`config.mk`:
```
export PLATFORM = sky130hd
export DESIGN_NAME = reg_bank_sb
export DESIGN_NICKNAME = d
export VERILOG_FILES = /design/src/rtl/reg_bank_sb_pkg.sv /design/src/rtl/reg_bank_sb_scoreboard.sv /design/src/rtl/reg_bank_sb.sv
export SDC_FILE = /design/constraint.sdc
export NUM_CORES = 2
export LEC_CHECK = 0
export ABC_AREA = 0
export CAP_MARGIN = 20
export CORE_MARGIN = 2
export CORE_UTILIZATION = 40
export DETAILED_ROUTE_END_ITERATION = 7
export MAX_ROUTING_LAYER = met4
export SKIP_CTS_REPAIR_TIMING = 1
export SLEW_MARGIN = 20
export SYNTH_ARGS = -nofsm -noshare
export SYNTH_HDL_FRONTEND = slang
export SYNTH_SLANG_ARGS = --single-unit
```
`constraint.sdc`:
```
create_clock -name clk -period 45.8 [get_ports clk]
set_clock_uncertainty 0.2 [all_clocks]
set_input_delay 13.74 -clock clk [delete_from_list [all_inputs] [get_ports clk]]
set_output_delay 13.74 -clock clk [all_outputs]
set_load 0.1 [all_outputs]
```
`src/rtl/reg_bank_sb_pkg.sv`:
```
`default_nettype none
// ============================================================================
// Module      : reg_bank_sb_pkg
// Description : Shared defaults and index helpers for the integer register
//               bank and its pending-write scoreboard.
// Revision    : 1.0 - initial release
// ============================================================================
package reg_bank_sb_pkg;

    // Default datapath geometry of the core's integer register file
    localparam int XLEN_DEF  = 32;
    localparam int NREG_DEF  = 32;
    localparam int AW_DEF    = $clog2(NREG_DEF);

    // Index of the hardwired zero register
    localparam int ZERO_IDX  = 0;

    // Register index at default geometry
    typedef logic [AW_DEF-1:0] reg_idx_t;

endpackage : reg_bank_sb_pkg
`default_nettype wire

```
`src/rtl/reg_bank_sb_scoreboard.sv`:
```
`default_nettype none
// ============================================================================
// Module      : reg_bank_sb_scoreboard
// Description : In-order scoreboard of pending register writes. Keeps one
//               busy bit per register plus a running count of busy bits and
//               qualifies the busy view of the two read ports.
// Revision    : 1.0 - initial release
// ============================================================================
module reg_bank_sb_scoreboard
    import reg_bank_sb_pkg::*;
#(
    parameter int NREG     = NREG_DEF,
    parameter int AW       = $clog2(NREG),
    parameter int ZERO_REG = 1
) (
    input  logic          clk,
    input  logic          rst,
    input  logic [AW-1:0] i_dir_a,
    input  logic [AW-1:0] i_dir_b,
    input  logic          i_reg_wr,
    input  logic [AW-1:0] i_dir_wr,
    input  logic          i_issue,
    input  logic [AW-1:0] i_dir_iss,
    input  logic          i_flush,
    output logic          o_busy_a,
    output logic          o_busy_b,
    output logic [AW:0]   o_pend_cnt
);

    localparam logic [AW-1:0] c_zero_idx = AW'(ZERO_IDX);
    localparam logic [AW:0]   c_one      = (AW+1)'(1);

    logic [NREG-1:0] r_busy;
    logic [AW:0]     r_pend;

    logic w_set;
    logic w_inc;
    logic w_dec;

    // Decide whether this cycle raises or drops a busy bit so the counter
    // tracks the popcount without summing the whole vector.
    always_comb begin
        w_set = i_issue && !((ZERO_REG != 0) && (i_dir_iss == c_zero_idx));
        w_inc = w_set && !r_busy[i_dir_iss];
        // A write to the register being re-issued leaves it busy (new producer)
        w_dec = i_reg_wr && r_busy[i_dir_wr]
                && !(w_set && (i_dir_iss == i_dir_wr));
    end

    // Busy vector: clear on write-back, set on issue (set wins), flush clears all
    always_ff @(posedge clk or posedge rst) begin
        if (rst) begin
            r_busy <= '0;
        end else if (i_flush) begin
            r_busy <= '0;
        end else begin
            if (i_reg_wr) begin
                r_busy[i_dir_wr] <= 1'b0;
            end
            if (w_set) begin
                r_busy[i_dir_iss] <= 1'b1;
            end
        end
    end

    // Pending count: net of one possible rise and one possible fall per cycle
    always_ff @(posedge clk or posedge rst) begin
        if (rst) begin
            r_pend <= '0;
        end else if (i_flush) begin
            r_pend <= '0;
        end else if (w_inc && !w_dec) begin
            r_pend <= r_pend + c_one;
        end else if (w_dec && !w_inc) begin
            r_pend <= r_pend - c_one;
        end
    end

    // A write-back landing this cycle already satisfies the reader via bypass
    always_comb begin
        o_busy_a = r_busy[i_dir_a] && !(i_reg_wr && (i_dir_wr == i_dir_a))
                   && !((ZERO_REG != 0) && (i_dir_a == c_zero_idx));
        o_busy_b = r_busy[i_dir_b] && !(i_reg_wr && (i_dir_wr == i_dir_b))
                   && !((ZERO_REG != 0) && (i_dir_b == c_zero_idx));
    end

    assign o_pend_cnt = r_pend;

endmodule : reg_bank_sb_scoreboard
`default_nettype wire

```
`src/rtl/reg_bank_sb.sv`:
```
`default_nettype none
// ============================================================================
// Module      : reg_bank_sb
// Description : Parametrised integer register file with hardwired zero
//               register, write-through read bypass, asynchronous clear and
//               an in-order scoreboard of pending writes.
// Revision    : 1.0 - initial release
// ============================================================================
module reg_bank_sb
    import reg_bank_sb_pkg::*;
#(
    parameter int XLEN     = XLEN_DEF,
    parameter int NREG     = NREG_DEF,
    parameter int AW       = $clog2(NREG),
    parameter int ZERO_REG = 1
) (
    input  logic            clk,
    input  logic            rst,
    input  logic [AW-1:0]   DIR_A,
    input  logic [AW-1:0]   DIR_B,
    output logic [XLEN-1:0] DOA,
    output logic [XLEN-1:0] DOB,
    output logic            BUSY_A,
    output logic            BUSY_B,
    input  logic            REG_WR,
    input  logic [AW-1:0]   DIR_WR,
    input  logic [XLEN-1:0] DI,
    input  logic            ISSUE,
    input  logic [AW-1:0]   DIR_ISS,
    input  logic            FLUSH,
    output logic [AW:0]     PEND_CNT
);

    localparam logic [AW-1:0] c_zero_idx = AW'(ZERO_IDX);

    logic [XLEN-1:0] r_regfile [NREG];
    logic            w_wr_en;

    // Writes to the hardwired zero register are dropped
    assign w_wr_en = REG_WR && !((ZERO_REG != 0) && (DIR_WR == c_zero_idx));

    // Data array: async clear, single write port
    always_ff @(posedge clk or posedge rst) begin
        if (rst) begin
            for (int i = 0; i < NREG; i++) begin
                r_regfile[i] <= '0;
            end
        end else if (w_wr_en) begin
            r_regfile[DIR_WR] <= DI;
        end
    end

    // Read ports: zero register, then same-cycle write bypass, then array
    always_comb begin
        if ((ZERO_REG != 0) && (DIR_A == c_zero_idx)) begin
            DOA = '0;
        end else if (REG_WR && (DIR_WR == DIR_A)) begin
            DOA = DI;
        end else begin
            DOA = r_regfile[DIR_A];
        end

        if ((ZERO_REG != 0) && (DIR_B == c_zero_idx)) begin
            DOB = '0;
        end else if (REG_WR && (DIR_WR == DIR_B)) begin
            DOB = DI;
        end else begin
            DOB = r_regfile[DIR_B];
        end
    end

    reg_bank_sb_scoreboard #(
        .NREG     (NREG),
        .AW       (AW),
        .ZERO_REG (ZERO_REG)
    ) u_scoreboard (
        .clk        (clk),
        .rst        (rst),
        .i_dir_a    (DIR_A),
        .i_dir_b    (DIR_B),
        .i_reg_wr   (REG_WR),
        .i_dir_wr   (DIR_WR),
        .i_issue    (ISSUE),
        .i_dir_iss  (DIR_ISS),
        .i_flush    (FLUSH),
        .o_busy_a   (BUSY_A),
        .o_busy_b   (BUSY_B),
        .o_pend_cnt (PEND_CNT)
    );

endmodule : reg_bank_sb
`default_nettype wire

```
---- Word-level counts from Yosys, hierarchy flattened ----
Cells that the tools add are included.
cells by class
  $add $sub $neg .......................... 2
  order comparisons ....................... 10
  bitwise gates (word level) .............. 6
  reduce and logical (&&, ||, !) cells .... 32
  multiplexer cells ....................... 32
  equality and inequality tests ........... 3
operator list
  kind                                                                                  count
  1024-bit bitwise mux                                                                  1
  32-bit two-way mux                                                                    13
  32-bit binary-select mux with 5-bit select                                            2
  32-bit demux with 5-bit select                                                        1
  32-bit AND                                                                            1
  32-bit inverter                                                                       1
  32-bit bitwise OR                                                                     1
  5-bit by 6-bit less-than comparator with 1-bit output (second input constant)         4
  1-bit binary-select mux with 5-bit select                                             4
  5-bit logical NOT                                                                     4
  6-bit greater-or-equal comparator (second input constant)                             3
  6-bit two-way mux                                                                     3
  5-bit inverter with 6-bit output                                                      3
  1-bit logical AND                                                                     17
  5-bit == test                                                                         3
  1-bit demux with 5-bit select                                                         2
  5-bit by 1-bit greater-or-equal comparator with 1-bit output (second input constant)  2
  1-bit logical NOT                                                                     10
  6-bit by 1-bit adder with 6-bit output (second input constant)                        1
  6-bit by 1-bit less-than comparator with 1-bit output (second input constant)         1
  1-bit two-way mux                                                                     6
  6-bit by 1-bit subtractor with 6-bit output (second input constant)                   1
  3-bit nonzero test                                                                    1
word-level totals
  register bits after elaboration ......... 1,062
  output and inout port bits .............. 72

---- Logic depth before layout (Yosys ltp) ----
  word-level depth ........................ 11
  mapped depth ............................ 14
  gate-level depth less buffers ........... 12

---- By module ----
From an unflattened synthesis, not the netlist that was laid out.
unflattened totals
  cells, all modules ...................... 4,099
  area, all modules ....................... 58,220.8 um^2
modules (own cells, without submodules)
  module                  instances  cells an instance  seq. area each (um^2)  area an instance (um^2)
  reg_bank_sb             1          3,766              25,624.6               54,933.9
  reg_bank_sb_scoreboard  1          333                950.9                  3,286.9

---- Worst setup path before layout ----
No wires, ideal clock.
  path kind ............................... input to output
  from .................................... input port DIR_A[0]
  to ...................................... output port DOA[10]
  buffers on the path ..................... 5
  data required time ...................... 31,860 ps
  setup slack ............................. 14,517 ps
  data arrival time ....................... 17,343 ps
  stages on the path ...................... 10
  path through ............................ buf_2 buf_4 buf_4 xor2_1 nor4_1 nand3_1 buf_2 clkbuf_1 nor2_1 a211oi_1
between the ends
  word-level cells in the longest chain between the ends .. 6
  elaborated cells between the ends (all ways) .. 9
ends and longest elaborated chain
  element                                                 RTL line           source
  start: declaration                                      reg_bank_sb.sv:19  input logic [AW-1:0] DIR_A,
  5-bit inverter with 6-bit output (implied by the code)  reg_bank_sb.sv:60  DOA = r_regfile[DIR_A];
  32-bit binary-select mux with 5-bit select              reg_bank_sb.sv:60
  32-bit two-way mux (implied by the code) (2 in a row)   reg_bank_sb.sv:60
  32-bit two-way mux                                      reg_bank_sb.sv:57  end else if (REG_WR && (DIR_WR == DIR_A)) begin
  32-bit two-way mux *                                    reg_bank_sb.sv:55  if ((ZERO_REG != 0) && (DIR_A == c_zero_idx)) begin
  end: declaration                                        reg_bank_sb.sv:21  output logic [XLEN-1:0] DOA,
Every way passes the cells marked *; elsewhere a longest branch is shown, timed or not. The select of a mux whose other input is x is not followed.

---- Final worst setup path ----
  from .................................... input port DIR_A[1]
  to ...................................... output port DOA[25]
The elaborated chain is that of the path after synthesis.

==> metrics.txt <==
# TYPE chip_impl_metric gauge
chip_impl_info{name="min-delay-path-class",value="flip-flop to flip-flop"} 1
chip_impl_metric{name="drc_errors",unit=""} 0
chip_impl_metric{name="areaGrowthSynthToFinish",unit="%"} 11.3
chip_impl_info{name="layout.cells.most_common",value="dfrtp_1"} 1
chip_impl_metric{name="chipHeight",unit="µm"} 384
chip_impl_metric{name="final_setup_tns",unit="ns"} 0
chip_impl_metric{name="clkLatencyLatePin",unit="ns"} 0.75
chip_impl_metric{name="die_w",unit="µm"} 384
chip_impl_metric{name="total_overflow_reported_by_the_global_router",unit=""} 0
chip_impl_metric{name="crit_path_max_incr_delay",unit="ns"} 1.01
chip_impl_metric{name="gpl.final_weighted_congestion",unit=""} 0.776
chip_impl_metric{name="grt_antenna_before_repair",unit=""} 2
chip_impl_metric{name="cts_max_level",unit=""} 3
chip_impl_info{name="root_buffer",value="clkbuf_16"} 1
chip_impl_metric{name="number_of_buffers_inserted_during_clock_tree_synthesis",unit=""} 117
chip_impl_info{name="top_delay_family_on_crit_path",value="buffers and inverters"} 1
chip_impl_metric{name="ys_seq_area_share",unit="%"} 46.0
chip_impl_metric{name="global_route_wire_length_before_repair",unit="mm"} 258
chip_impl_metric{name="num_rows",unit=""} 139
chip_impl_metric{name="pin_count_of_the_biggest_net_entering_global_routing",unit=""} 168
chip_impl_metric{name="clockBufferDepth",unit=""} 3
chip_impl_metric{name="critical_path_peak_fanout",unit=""} 70
chip_impl_metric{name="crit_required",unit="ns"} 31.86
chip_impl_metric{name="path_clk_slew",unit="ns"} 0.06
chip_impl_info{name="outcome",value="completed"} 1
chip_impl_metric{name="worstPathArrival",unit="ns"} 18.68
chip_impl_metric{name="first_global_vias",unit=""} 35802
chip_impl_info{name="cp_cell_sequence",value="buf_8 -> buf_4 -> buf_4 -> mux4_2 -> mux4_2 -> mux2i_1 -> a211oi_1 -> clkdlybuf4s50_1"} 1
chip_impl_metric{name="cp_num_buf_inv",unit=""} 4
chip_impl_info{name="worst-setup-path-type",value="input port to output pin"} 1
chip_impl_metric{name="p_switching",unit="W"} 0.000866
chip_impl_metric{name="met1_use_gr",unit="%"} 33.8
chip_impl_metric{name="clock-sinks",unit=""} 1062
chip_impl_metric{name="aggregate_global_route_resource_usage",unit="%"} 24.7
chip_impl_metric{name="num_vias",unit=""} 34605
chip_impl_info{name="synth-main-ff-cell",value="dfrtp_1"} 1
chip_impl_info{name="tritoncts",value="yes"} 1
chip_impl_metric{name="grtUsageMet3",unit="%"} 3.77
chip_impl_metric{name="ir_drop",unit="mV"} 0.0319
chip_impl_metric{name="final.min_clock_period",unit="ns"} 32.62
chip_impl_info{name="rsz0062_at_grt",value="no"} 1
chip_impl_metric{name="number_of_instances_in_the_synthesized_netlist",unit=""} 3622
chip_impl_metric{name="wire_length_per_cell",unit="µm"} 31.7
chip_impl_metric{name="holdWs",unit="ns"} 0.192
chip_impl_metric{name="count_of_inserted_antenna_diode_cells",unit=""} 0
chip_impl_metric{name="area_enclosed_by_the_die_boundary",unit="mm²"} 0.148
chip_impl_metric{name="period_share",unit="%"} 71.2
chip_impl_metric{name="fmax",unit="GHz"} 0.0307
chip_impl_metric{name="synth_nets",unit=""} 3684
chip_impl_metric{name="final_antenna_net_count",unit=""} 0
chip_impl_metric{name="synth-edff-count",unit=""} 0
chip_impl_metric{name="final_nets",unit=""} 3576
chip_impl_metric{name="mappedNetlistArea",unit="mm²"} 0.0578
chip_impl_metric{name="final_layout_size_suffix_gt1_share",unit="%"} 55.4
chip_impl_metric{name="intPower",unit="W"} 0.00206
chip_impl_metric{name="n_fill_cell",unit=""} 12610
chip_impl_metric{name="combPwrFrac",unit="%"} 24.5
chip_impl_info{name="crit_path_top_delay_cell",value="clkdlybuf4s50_1"} 1
chip_impl_metric{name="leakagePower",unit="nW"} 27.2
chip_impl_metric{name="top_level_ports",unit=""} 129
chip_impl_info{name="commonest_cells_after_routing_fill_and_taps_aside",value="dfrtp_1 (1062), mux2_2 (998), mux4_2 (656)"} 1
chip_impl_metric{name="distinct_cell_type_count_after_synthesis",unit=""} 53
chip_impl_metric{name="via_cell_ratio",unit=""} 6.28
chip_impl_metric{name="hold_viol_final",unit=""} 0
chip_impl_metric{name="synthArstFlopShare",unit="%"} 100
chip_impl_metric{name="use_met2",unit="%"} 38.6
chip_impl_metric{name="numPortBuffers",unit=""} 128
chip_impl_metric{name="pwr_density_cell",unit="mW/mm²"} 45.5
chip_impl_metric{name="dpl.hpwl",unit="mm"} 89.3
chip_impl_metric{name="slew-limit-headroom",unit="%"} 21.4
chip_impl_metric{name="initial_utilization",unit="%"} 40.3
chip_impl_metric{name="detailed_routing_iterations_pass_1",unit=""} 5
chip_impl_metric{name="core_area",unit="mm²"} 0.143
chip_impl_info{name="timing.critical_path.to_type",value="output pin"} 1
chip_impl_metric{name="setup-violations-final",unit=""} 0
chip_impl_metric{name="max_slew_violation_total_from_the_final_report",unit=""} 0
chip_impl_metric{name="drv_cap",unit=""} 0
chip_impl_metric{name="clkPwrFrac",unit="%"} 33.4
chip_impl_metric{name="synth_warnings",unit=""} 0
chip_impl_info{name="busiest_layer",value="met2"} 1
chip_impl_metric{name="avgSynthCellArea",unit="µm²"} 16.0
chip_impl_info{name="crit_path_start_kind",value="input port"} 1
chip_impl_metric{name="number_of_violations_reported_at_the_end_of_detailed_routing_iteration_0",unit=""} 3062
chip_impl_metric{name="share_of_total_power_in_sequential_cells",unit="%"} 42.2
chip_impl_metric{name="max_slew.worst_pin.slew",unit="ns"} 1.18
chip_impl_metric{name="sw_frac_of_total",unit="%"} 29.6
chip_impl_metric{name="postRouteWirelength",unit="mm"} 175
chip_impl_metric{name="yosys_register_bits",unit=""} 1062
cell families (layout without fill, tap and decap cells):
kind of cell | Yosys count | in the layout | synth area share (%)
muxes | 1746 | 1746 | 46.7
DFF | 1062 | 1062 | 46.0
buffers and inverters | 435 | 422 | 3.38
and+or+nand+nor | 204 | 204 | 1.69
AOI/OAI and AO/OA | 152 | 152 | 1.83
xor gates and xnor gates | 18 | 18 | 0.273
adders and majority gates | 5 | 5 | 0.121
registers in the layout, indices dropped and copies added (netlist names):
signal                   count
r_regfile                 1024
u_scoreboard.r_busy         32
u_scoreboard.o_pend_cnt      6
final timing paths:
kind | startpoint | end | slack [ns] | cells past startpoint
worst max-delay path | DIR_A[1] | DOA[25] | 13.18 | 8
worst min-delay path | r_regfile[1002] | r_regfile[1002] | 0.19 | 0
worst max register to register | u_scoreboard.r_busy[20] | u_scoreboard.o_pend_cnt[5] | 42.06 | 12
worst min register to register | r_regfile[1002] | r_regfile[1002] | 0.19 | 0
max in group asynchronous | rst | r_regfile[368] | 28.94 | 5
min in group asynchronous | rst | r_regfile[679] | 13.33 | 2
Yosys cell counts (all sizes together) (10+ instances only):
| cell | number | area share (%) |
|---|---|---|
| nand2 | 39 | 0.27 |
| nor2 | 105 | 0.70 |
| buf | 214 | 1.9 |
| clkbuf | 212 | 1.4 |
| mux2 | 1000 | 19 |
| mux4 | 659 | 26 |
| a21oi | 24 | 0.21 |
| xor2 | 13 | 0.20 |
| mux2i | 87 | 1.5 |
| a22oi | 22 | 0.29 |
| o21ai | 14 | 0.12 |
| nor2b | 10 | 0.11 |
| dfrtp | 1062 | 46 |
| a211oi | 73 | 0.95 |
cell type report:
class                      instances  area, µm²  share of cell area (%)
clock buffer                     170       3480                    5.41
clock inverter                    44        504                   0.784
inverter                           9       41.3                  0.0642
multi-input combinational       2125      29500                    45.9
sequential                      1062      26600                    41.3
tap                             1903       2380                    3.70
timing repair buffer             199       1820                    2.82
power by group through the flow:
stage          Clock, W  Sequential (W)  Combinational, W
2_1_floorplan         0         0.00122          0.000576
3_3_place_gp          0         0.00124          0.000711
3_5_place_dp          0         0.00124          0.000721
4_1_cts        0.000996         0.00123          0.000722
5_1_grt         0.00104         0.00126          0.000757
6_report       0.000975         0.00123          0.000715
routing by layer:
metal | wire (µm) | up-vias
li1 | - | 13948
met1 | 75100 | 19238
met2 | 84800 | 1164
met3 | 10600 | 255
met4 | 4290 | 0
met5 | 0 | -
per-stage QoR:
stage	utilization (%)	setup WS [ns]	area, µm²	cells	total power [W]
final	44.8	13.18	64300	5512	0.00292
after global placement	42.1	13.34	60400	5297	0.00195
after global routing	44.8	13.18	64300	5512	0.00305
after floorplan	-	1.97	57800	3622	0.00179
after detailed placement	42.1	13.32	60400	5297	0.00197
after CTS	44.9	13.32	64400	5511	0.00295
Note: power is estimated with default switching activity, not from simulation.
